**src/rtl/async_fifo_pkg.sv**
```systemverilog
// -----------------------------------------------------------------------------
// async_fifo_pkg
//   Shared definitions for the async FIFO frame writer and its matching reader.
//   Frame layout on the FIFO: header word, payload words, XOR checksum trailer.
//   Header word: MAGIC tag in the top four bits, zero pad, payload length in
//   the low LEN_W bits.
// -----------------------------------------------------------------------------
package async_fifo_pkg;

  typedef enum logic [1:0] {
    IDLE = 2'd0,
    HDR  = 2'd1,
    DATA = 2'd2,
    TRL  = 2'd3
  } frame_wr_state_e;

  // Header tag used by the reader to resynchronise on frame boundaries.
  localparam logic [3:0] MAGIC_DEFAULT = 4'hA;

  // Tag field position, counted downward from the word MSB so the same
  // constants hold for every DATA_WIDTH: bits [W-1-MSB : W-1-LSB].
  localparam int HDR_TAG_MSB = 0;
  localparam int HDR_TAG_LSB = 3;

  // Length field starts at bit 0 of the header word.
  localparam int HDR_LEN_LSB = 0;

endpackage

```
**src/rtl/async_fifo_frame_writer.sv**
```systemverilog
// -----------------------------------------------------------------------------
// async_fifo_frame_writer
//   Write-side producer for the async FIFO. On start it frames len payload
//   words from a valid/ready stream as: header, payload, XOR checksum trailer,
//   honouring fifo_full so every word is written exactly once, in order.
//
// Ports (all in the wr_clk domain):
//   wr_clk, wr_rst  clock, asynchronous active-high reset
//   start, len      frame request and payload word count (sampled in IDLE)
//   s_valid, s_data upstream payload stream; s_ready back-pressure
//   fifo_full       FIFO full flag
//   fifo_wr_en      registered FIFO write enable
//   fifo_data       registered FIFO write data
//   busy            high while a frame is in progress
//   done            one-cycle pulse after the trailer is accepted
//   frame_cnt       completed-frame counter, wraps
// -----------------------------------------------------------------------------
module async_fifo_frame_writer
  import async_fifo_pkg::*;
#(
  parameter int         DATA_WIDTH = 16,
  parameter int         LEN_W      = 8,
  parameter logic [3:0] MAGIC      = MAGIC_DEFAULT,
  parameter int         CNT_W      = 16
) (
  input  logic                  wr_clk,
  input  logic                  wr_rst,
  input  logic                  start,
  input  logic [LEN_W-1:0]      len,
  input  logic                  s_valid,
  input  logic [DATA_WIDTH-1:0] s_data,
  output logic                  s_ready,
  input  logic                  fifo_full,
  output logic                  fifo_wr_en,
  output logic [DATA_WIDTH-1:0] fifo_data,
  output logic                  busy,
  output logic                  done,
  output logic [CNT_W-1:0]      frame_cnt
);

  frame_wr_state_e       state_q, state_d;
  logic                  fifo_wr_en_q, fifo_wr_en_d;
  logic [DATA_WIDTH-1:0] fifo_data_q, fifo_data_d;
  logic [LEN_W-1:0]      rem_q, rem_d;
  logic [DATA_WIDTH-1:0] csum_q, csum_d;
  logic                  done_q, done_d;
  logic [CNT_W-1:0]      frame_cnt_q, frame_cnt_d;

  logic                  accept;
  logic                  handshake;
  logic [DATA_WIDTH-1:0] hdr_word;

  // The FIFO has taken fifo_data only when write is requested and not full.
  assign accept = fifo_wr_en_q & ~fifo_full;

  // Only combinational path from fifo_full: a new payload word may be taken
  // when the output register is empty or is being drained this cycle.
  assign s_ready   = (state_q == DATA) & (rem_q != '0) & (~fifo_wr_en_q | ~fifo_full);
  assign handshake = s_valid & s_ready;

  always_comb begin
    hdr_word = '0;
    hdr_word[DATA_WIDTH-1-HDR_TAG_MSB : DATA_WIDTH-1-HDR_TAG_LSB] = MAGIC;
    hdr_word[HDR_LEN_LSB +: LEN_W] = len;
  end

  always_comb begin
    state_d      = state_q;
    fifo_wr_en_d = fifo_wr_en_q;
    fifo_data_d  = fifo_data_q;
    rem_d        = rem_q;
    csum_d       = csum_q;
    done_d       = 1'b0;
    frame_cnt_d  = frame_cnt_q;

    case (state_q)
      IDLE: begin
        if (start) begin
          fifo_data_d  = hdr_word;
          fifo_wr_en_d = 1'b1;
          rem_d        = len;
          csum_d       = '0;
          state_d      = HDR;
        end
      end

      HDR: begin
        if (accept) begin
          if (rem_q == '0) begin
            // Empty frame: trailer (zero checksum) follows the header directly.
            fifo_data_d = csum_q;
            state_d     = TRL;
          end else begin
            fifo_wr_en_d = 1'b0;
            state_d      = DATA;
          end
        end
      end

      DATA: begin
        if (handshake) begin
          fifo_data_d  = s_data;
          fifo_wr_en_d = 1'b1;
          csum_d       = csum_q ^ s_data;
          rem_d        = rem_q - LEN_W'(1);
        end else if (accept) begin
          fifo_wr_en_d = 1'b0;
        end
        // All payload taken: load the trailer as soon as the register frees,
        // so it follows the last payload word without a bubble.
        if ((rem_q == '0) && (~fifo_wr_en_q | accept)) begin
          fifo_data_d  = csum_q;
          fifo_wr_en_d = 1'b1;
          state_d      = TRL;
        end
      end

      TRL: begin
        if (accept) begin
          fifo_wr_en_d = 1'b0;
          done_d       = 1'b1;
          frame_cnt_d  = frame_cnt_q + CNT_W'(1);
          state_d      = IDLE;
        end
      end
    endcase
  end

  always_ff @(posedge wr_clk or posedge wr_rst) begin
    if (wr_rst) begin
      state_q      <= IDLE;
      fifo_wr_en_q <= 1'b0;
      fifo_data_q  <= '0;
      rem_q        <= '0;
      csum_q       <= '0;
      done_q       <= 1'b0;
      frame_cnt_q  <= '0;
    end else begin
      state_q      <= state_d;
      fifo_wr_en_q <= fifo_wr_en_d;
      fifo_data_q  <= fifo_data_d;
      rem_q        <= rem_d;
      csum_q       <= csum_d;
      done_q       <= done_d;
      frame_cnt_q  <= frame_cnt_d;
    end
  end

  assign fifo_wr_en = fifo_wr_en_q;
  assign fifo_data  = fifo_data_q;
  assign busy       = (state_q != IDLE);
  assign done       = done_q;
  assign frame_cnt  = frame_cnt_q;

endmodule
```
**config.mk**
```make
export PLATFORM = sky130hd
export DESIGN_NAME = async_fifo_frame_writer
export DESIGN_NICKNAME = d
export VERILOG_FILES = /design/src/rtl/async_fifo_pkg.sv /design/src/rtl/async_fifo_frame_writer.sv
export SDC_FILE = /design/constraint.sdc
export NUM_CORES = 1
export LEC_CHECK = 0
export ABC_AREA = 1
export CAP_MARGIN = 20
export CORE_UTILIZATION = 50
export DETAILED_ROUTE_END_ITERATION = 6
export PLACE_DENSITY = 0.88
export RECOVER_POWER = 50
export SLEW_MARGIN = 20
export SYNTH_ARGS = -nofsm -noshare
export SYNTH_HDL_FRONTEND = slang
export SYNTH_SLANG_ARGS = --single-unit
```
**constraint.sdc**
```tcl
create_clock -name wr_clk -period 2.6 [get_ports wr_clk]
set_clock_uncertainty 0.15 [all_clocks]
set_input_delay 0.78 -clock wr_clk [delete_from_list [all_inputs] [get_ports wr_clk]]
set_output_delay 0.78 -clock wr_clk [all_outputs]
set_load 0.05 [all_outputs]
```
# ---- Word level (Yosys, flattened, before mapping)
# Cells that the tools add are included.
dict set report op_classes {
  addsub 2
  n_eq_ne 11
  muxes 27
  bitwise 9
  n_reduce_logical 12
}
# cell n
set op_table {}
lappend op_table {{$mux 16} 7}
lappend op_table {{$pmux 16 s3} 1}
lappend op_table {{$pmux 16 s2} 1}
lappend op_table {{$add 16x1->16 const B} 1}
lappend op_table {{$mux 8} 2}
lappend op_table {{$pmux 8 s2} 1}
lappend op_table {{$xor 16x16->16} 1}
lappend op_table {{$ne 2x2->1 const B} 6}
lappend op_table {{$mux 1} 9}
lappend op_table {{$logic_not 8->1} 1}
lappend op_table {{$mux 2} 4}
lappend op_table {{$pmux 2 s4} 1}
lappend op_table {{$reduce_bool 8->1} 1}
lappend op_table {{$sub 8x1->8 const B} 1}
lappend op_table {{$reduce_and 3->1} 2}
lappend op_table {{$reduce_and 5->1} 1}
lappend op_table {{$and 1x1->1} 4}
lappend op_table {{$eq 2x2->1 const B} 2}
lappend op_table {{$pmux 1 s4} 1}
lappend op_table {{$reduce_and 4->1} 1}
lappend op_table {{$reduce_bool 2->1} 2}
lappend op_table {{$ne 3x2->1 const B} 1}
lappend op_table {{$reduce_bool 3->1} 1}
lappend op_table {{$eq 2x1->1 const B} 1}
lappend op_table {{other kinds (6)} 8}
dict set report totals {
  reg_bits 60
  inputBits 29
  out_inout_bits 36
  word_cells 68
}

# ---- Depth between registers and ports, before layout
dict set report depth {
  depth_word 7
  depth_mapped 13
}

# ---- Least setup slack after synthesis
# No wires, ideal clock.
dict set report synth_timing {
  path_kind {register to output}
  start {register state_q[0]}
  end {output s_ready}
  arrival_ps 2149
  setup_slack_ps -479
  stages_incl_launch_ff 7
  path_cell_list {dfrtp_1 -> inv_1 -> ha_1 -> buf_4 -> inv_2 -> buf_2 -> nor3_1}
}
dict set report synth_via {
  elab_chain_len 3
}
# item line_no
set synth_lines {}
lappend synth_lines {{start: declaration} async_fifo_frame_writer.sv:41} ;# frame_wr_state_e state_q, state_d;
lappend synth_lines {{start signal: assignment} async_fifo_frame_writer.sv:139} ;# state_q <= state_d;
lappend synth_lines {{$eq 2x2->1} async_fifo_frame_writer.sv:58} ;# assign s_ready = (state_q == DATA) & (rem_q != '0) & (~fifo_wr_en_q | ~fifo_full);
lappend synth_lines {{$and 1x1->1 (2 in series)} async_fifo_frame_writer.sv:58}
lappend synth_lines {{end: declaration} async_fifo_frame_writer.sv:32} ;# output logic s_ready,
# Every way passes these cells.

# ---- Worst setup path after layout
dict set report layout_timing {
  start {register frame_cnt_q[12] (netlist: frame_cnt[12])}
  end {output frame_cnt[12]}
}
# item line_no
set layout_rtl {}
lappend layout_rtl {{start: declaration} async_fifo_frame_writer.sv:47} ;# logic [CNT_W-1:0] frame_cnt_q, frame_cnt_d;
lappend layout_rtl {{start signal: assignment} async_fifo_frame_writer.sv:145} ;# frame_cnt_q <= frame_cnt_d;
lappend layout_rtl {{end: declaration} async_fifo_frame_writer.sv:38} ;# output logic [CNT_W-1:0] frame_cnt
# No word-level cell between the ends.

==> metrics.yaml <==
stdcell_area_um2: 4590
htreeDepth: 3
finalCoreUtilization: 0.668
cts_hold_buffers: 0
fp-row-count: 30
firstDrtPassIters: 5
critPathLaunchType: "flop"
crit_family: "buffers and inverters"
dp_hpwl_um: 6170
die_h_um: 87.0
pwr-share-clk: 0.161
grt_overflow_total: 0
worst_pin_slew_ns: 0.623
io_pins: 65
p_per_area_nw_per_um2: 1290
area_growth_pct: 27.0
dr_total_vias: 3245
synth_seq_cells: 60
finalHoldViolations: 0
wire_per_inst_um: 13.9
clk_pin_slew_worst_paths_ns: 0.07
dp_cells: 615
grt_use_total: 0.253
worstHoldPathType: "reg2reg"
gp_congestion: 0.834
syn_avg_cell_area_um2: 7.87
rsz0062_at_grt: "false"
worstPathMaxFanout: 5
p_leak_nw: 2.29
max_cap_violations: 0
antenna_found_initial: 0
cts_buffers: 9
max_freq_mhz: 392
cp_cell_sequence: "clkdlybuf4s50_1"
internal-power_mw: 2.99
fin_nets: 567
setup_violations: 0
grt_max_degree: 43
status: "completed"
drive_gt1_frac: 0.133
netSwitchingFraction: 0.496
vias_per_cell: 5.15
seqPwrFrac: 0.260
antenna_cells: 0
fin_crit_sh: 0.981
drc: 0
drt_iter0_drc: 271
nFillCells: 533
cp.arrival_ns: 1.62
power.switching_mw: 2.94
wirelength_um: 8780
grt_pass1_vias: 3053
die_area_um2: 7570
yosys_warnings: 0
postSynthCellCount: 459
regArea_um2: 1500
crit_path_top_delay_cell: "clkdlybuf4s50_1"
required_ns: 1.67
port_buffers: 64
crit_buf_inv: 1
synth_fp_nets: 496
grt_pass1_wl_um: 14500
end_kind: "primary output"
synth.distinct_cells: 32
multi_input_area_um2: 1810
critPathKind: "reg2out"
relSlewSlack: 0.584
cts_sinks: 60
core_area_um2: 6870
cts_root_buffer: "clkbuf_8"
finalCriticalPeriod_ns: 2.55
stdcell_count: 630
die_w_um: 87.0
yosysSeqAreaShare: 0.416
ant_nets: 0
dpl_cell_area_um2: 4390
clockBufferDepth: 2
vdd_drop_max_v: 0.000477
clk_latency_ns: 0.34
combPwrFrac: 0.578
initial_core_util: 0.526
cts_tree: "yes"
slowest_delay_ns: 0.84
drv_slew: 0
syn-cell-area_um2: 3610
## power groups by stage
stage                     clock network [mW]  logic [mW]  registers (mW)
after floorplan                            0        2.17            1.96
after global placement                     0        3.28            1.54
after detailed placement                   0        3.39            1.55
after CTS                              0.970        3.42            1.54
after global routing                    1.01        3.75            1.59
final                                  0.957        3.43            1.54
## state kept, by name (all words and copies together), names as in the netlist
register	count
fifo_wr_en	1
rem_q	8
frame_cnt	16
state_q	2
csum_q	16
done	1
fifo_data	16
## kinds of logic (layout without fill, tap and decap cells)
| group | after synthesis | after routing | synth area share |
|---|---|---|---|
| compound gates | 65 | 65 | 0.108 |
| xor+xnor | 31 | 31 | 0.0752 |
| fa+ha+maj | 8 | 8 | 0.0277 |
| buf+inv | 64 | 139 | 0.0828 |
| flops | 60 | 60 | 0.416 |
| simple gates | 231 | 231 | 0.291 |
## final cells by class
type	instances	share of cell area
Multi-Input combinational cell	335	0.394
Timing Repair Buffer	77	0.164
Tap cell	96	0.0262
Inverter	47	0.0390
Clock inverter	4	0.0158
Clock buffer	11	0.0330
Sequential cell	60	0.327
## repair_timing
item / 4_1_cts / 5_1_grt
setup buffers: 0 / 0
gates resized for setup: 1 / 3
endpoints found under the setup margin: 1 / 3
## placed cells by master, fill, tap and decap left out, types with 3 or more instances in the layout
cell             instances
nand3_1                 39
a21oi_1                 11
nand2_4                  4
inv_2                    5
xnor2_1                  6
xor2_1                  25
buf_4                   11
o21ai_1                 20
or2_2                    3
clkdlybuf4s50_1         57
o21ai_2                 12
dfrtp_1                 60
nand4_1                  7
nand2_1                140
inv_1                   41
clkbuf_8                11
nand2_2                  4
ha_1                     7
nor2_2                   3
nor2_1                  25
o21ai_0                 18
## synth_stat cells
| cell type | count | area share |
|---|---|---|
| nand2_1 | 140 | 0.15 |
| dfrtp_1 | 60 | 0.42 |
| inv_1 | 41 | 0.043 |
| nand3_1 | 38 | 0.053 |
| xor2_1 | 25 | 0.061 |
| nor2_1 | 23 | 0.024 |
| o21ai_1 | 20 | 0.028 |
| o21ai_0 | 18 | 0.025 |
| o21ai_2 | 12 | 0.029 |
| a21oi_1 | 11 | 0.015 |
| ha_1 | 8 | 0.028 |
| nand4_1 | 7 | 0.012 |
| buf_2 | 6 | 0.0083 |
| xnor2_1 | 6 | 0.015 |
| clkbuf_1 | 5 | 0.0052 |
| inv_2 | 5 | 0.0052 |
| nor2_2 | 5 | 0.0087 |
| nand2_2 | 4 | 0.0069 |
| nand2_4 | 4 | 0.012 |
| buf_6 | 3 | 0.0094 |
| or2_2 | 3 | 0.0052 |
| a21oi_2 | 2 | 0.0049 |
| buf_8 | 2 | 0.0083 |
| nand3_4 | 2 | 0.0097 |
| nor3_1 | 2 | 0.0028 |
| a21oi_4 | 1 | 0.0045 |
| buf_4 | 1 | 0.0021 |
| inv_4 | 1 | 0.0017 |
| nand3b_1 | 1 | 0.0021 |
| nor2_4 | 1 | 0.0031 |
| nor2_8 | 1 | 0.0055 |
| o22ai_1 | 1 | 0.0017 |
## through the flow
| stage | TNS, ns | total power, mW | worst slack (ns) | hold WS, ns |
|---|---|---|---|---|
| finish | 0 | 5.93 | 0.0496 | 0.320 |
| global route | 0 | 6.35 | 0.00276 | 0.355 |
| CTS | 0 | 5.93 | 0.0433 | 0.328 |
| detailed placement | -0.0750 | 4.94 | -0.0750 | 0.319 |
| global placement | -0.0452 | 4.81 | -0.0452 | 0.306 |
| floorplan | 0 | 4.14 | 0.134 | 0.342 |
## routing by layer
metal | GRT usage | up-vias | wire (um)
li1 | - | 1594 | -
met1 | 0.334 | 1495 | 3910
met2 | 0.392 | 139 | 4110
met3 | 0.0711 | 17 | 575
met4 | 0.103 | 0 | 189
met5 | 0 | - | 0
## worst paths after layout
path / startpoint / to / slack (ns) / depth (start not counted)
hold reg to reg: frame_cnt[15]$_DFFE_PP0P_ / frame_cnt[15]$_DFFE_PP0P_ / 0.32 / 1
setup reg to reg: state_q[0]$_DFFE_PP0P_ / fifo_data[3]$_DFFE_PP0P_ / 0.26 / 7
max in group asynchronous: wr_rst / csum_q[0]$_DFFE_PP0P_ / 0.48 / 3
hold / removal: frame_cnt[15]$_DFFE_PP0P_ / frame_cnt[15]$_DFFE_PP0P_ / 0.32 / 1
setup / recovery: frame_cnt[12]$_DFFE_PP0P_ / frame_cnt[12] / 0.05 / 1
min in group asynchronous: wr_rst / frame_cnt[15]$_DFFE_PP0P_ / 0.79 / 2
## worst register-to-register path, stage by stage (launching register included)
cell and delay, ns:
dfrtp_1 0.42, inv_1 0.12, ha_1 0.60, inv_1 0.38, a21oi_1 0.26, nand3_1 0.11
nand3_1 0.12, nand2_1 0.07
No activity file was read; power rests on OpenSTA's default activity.
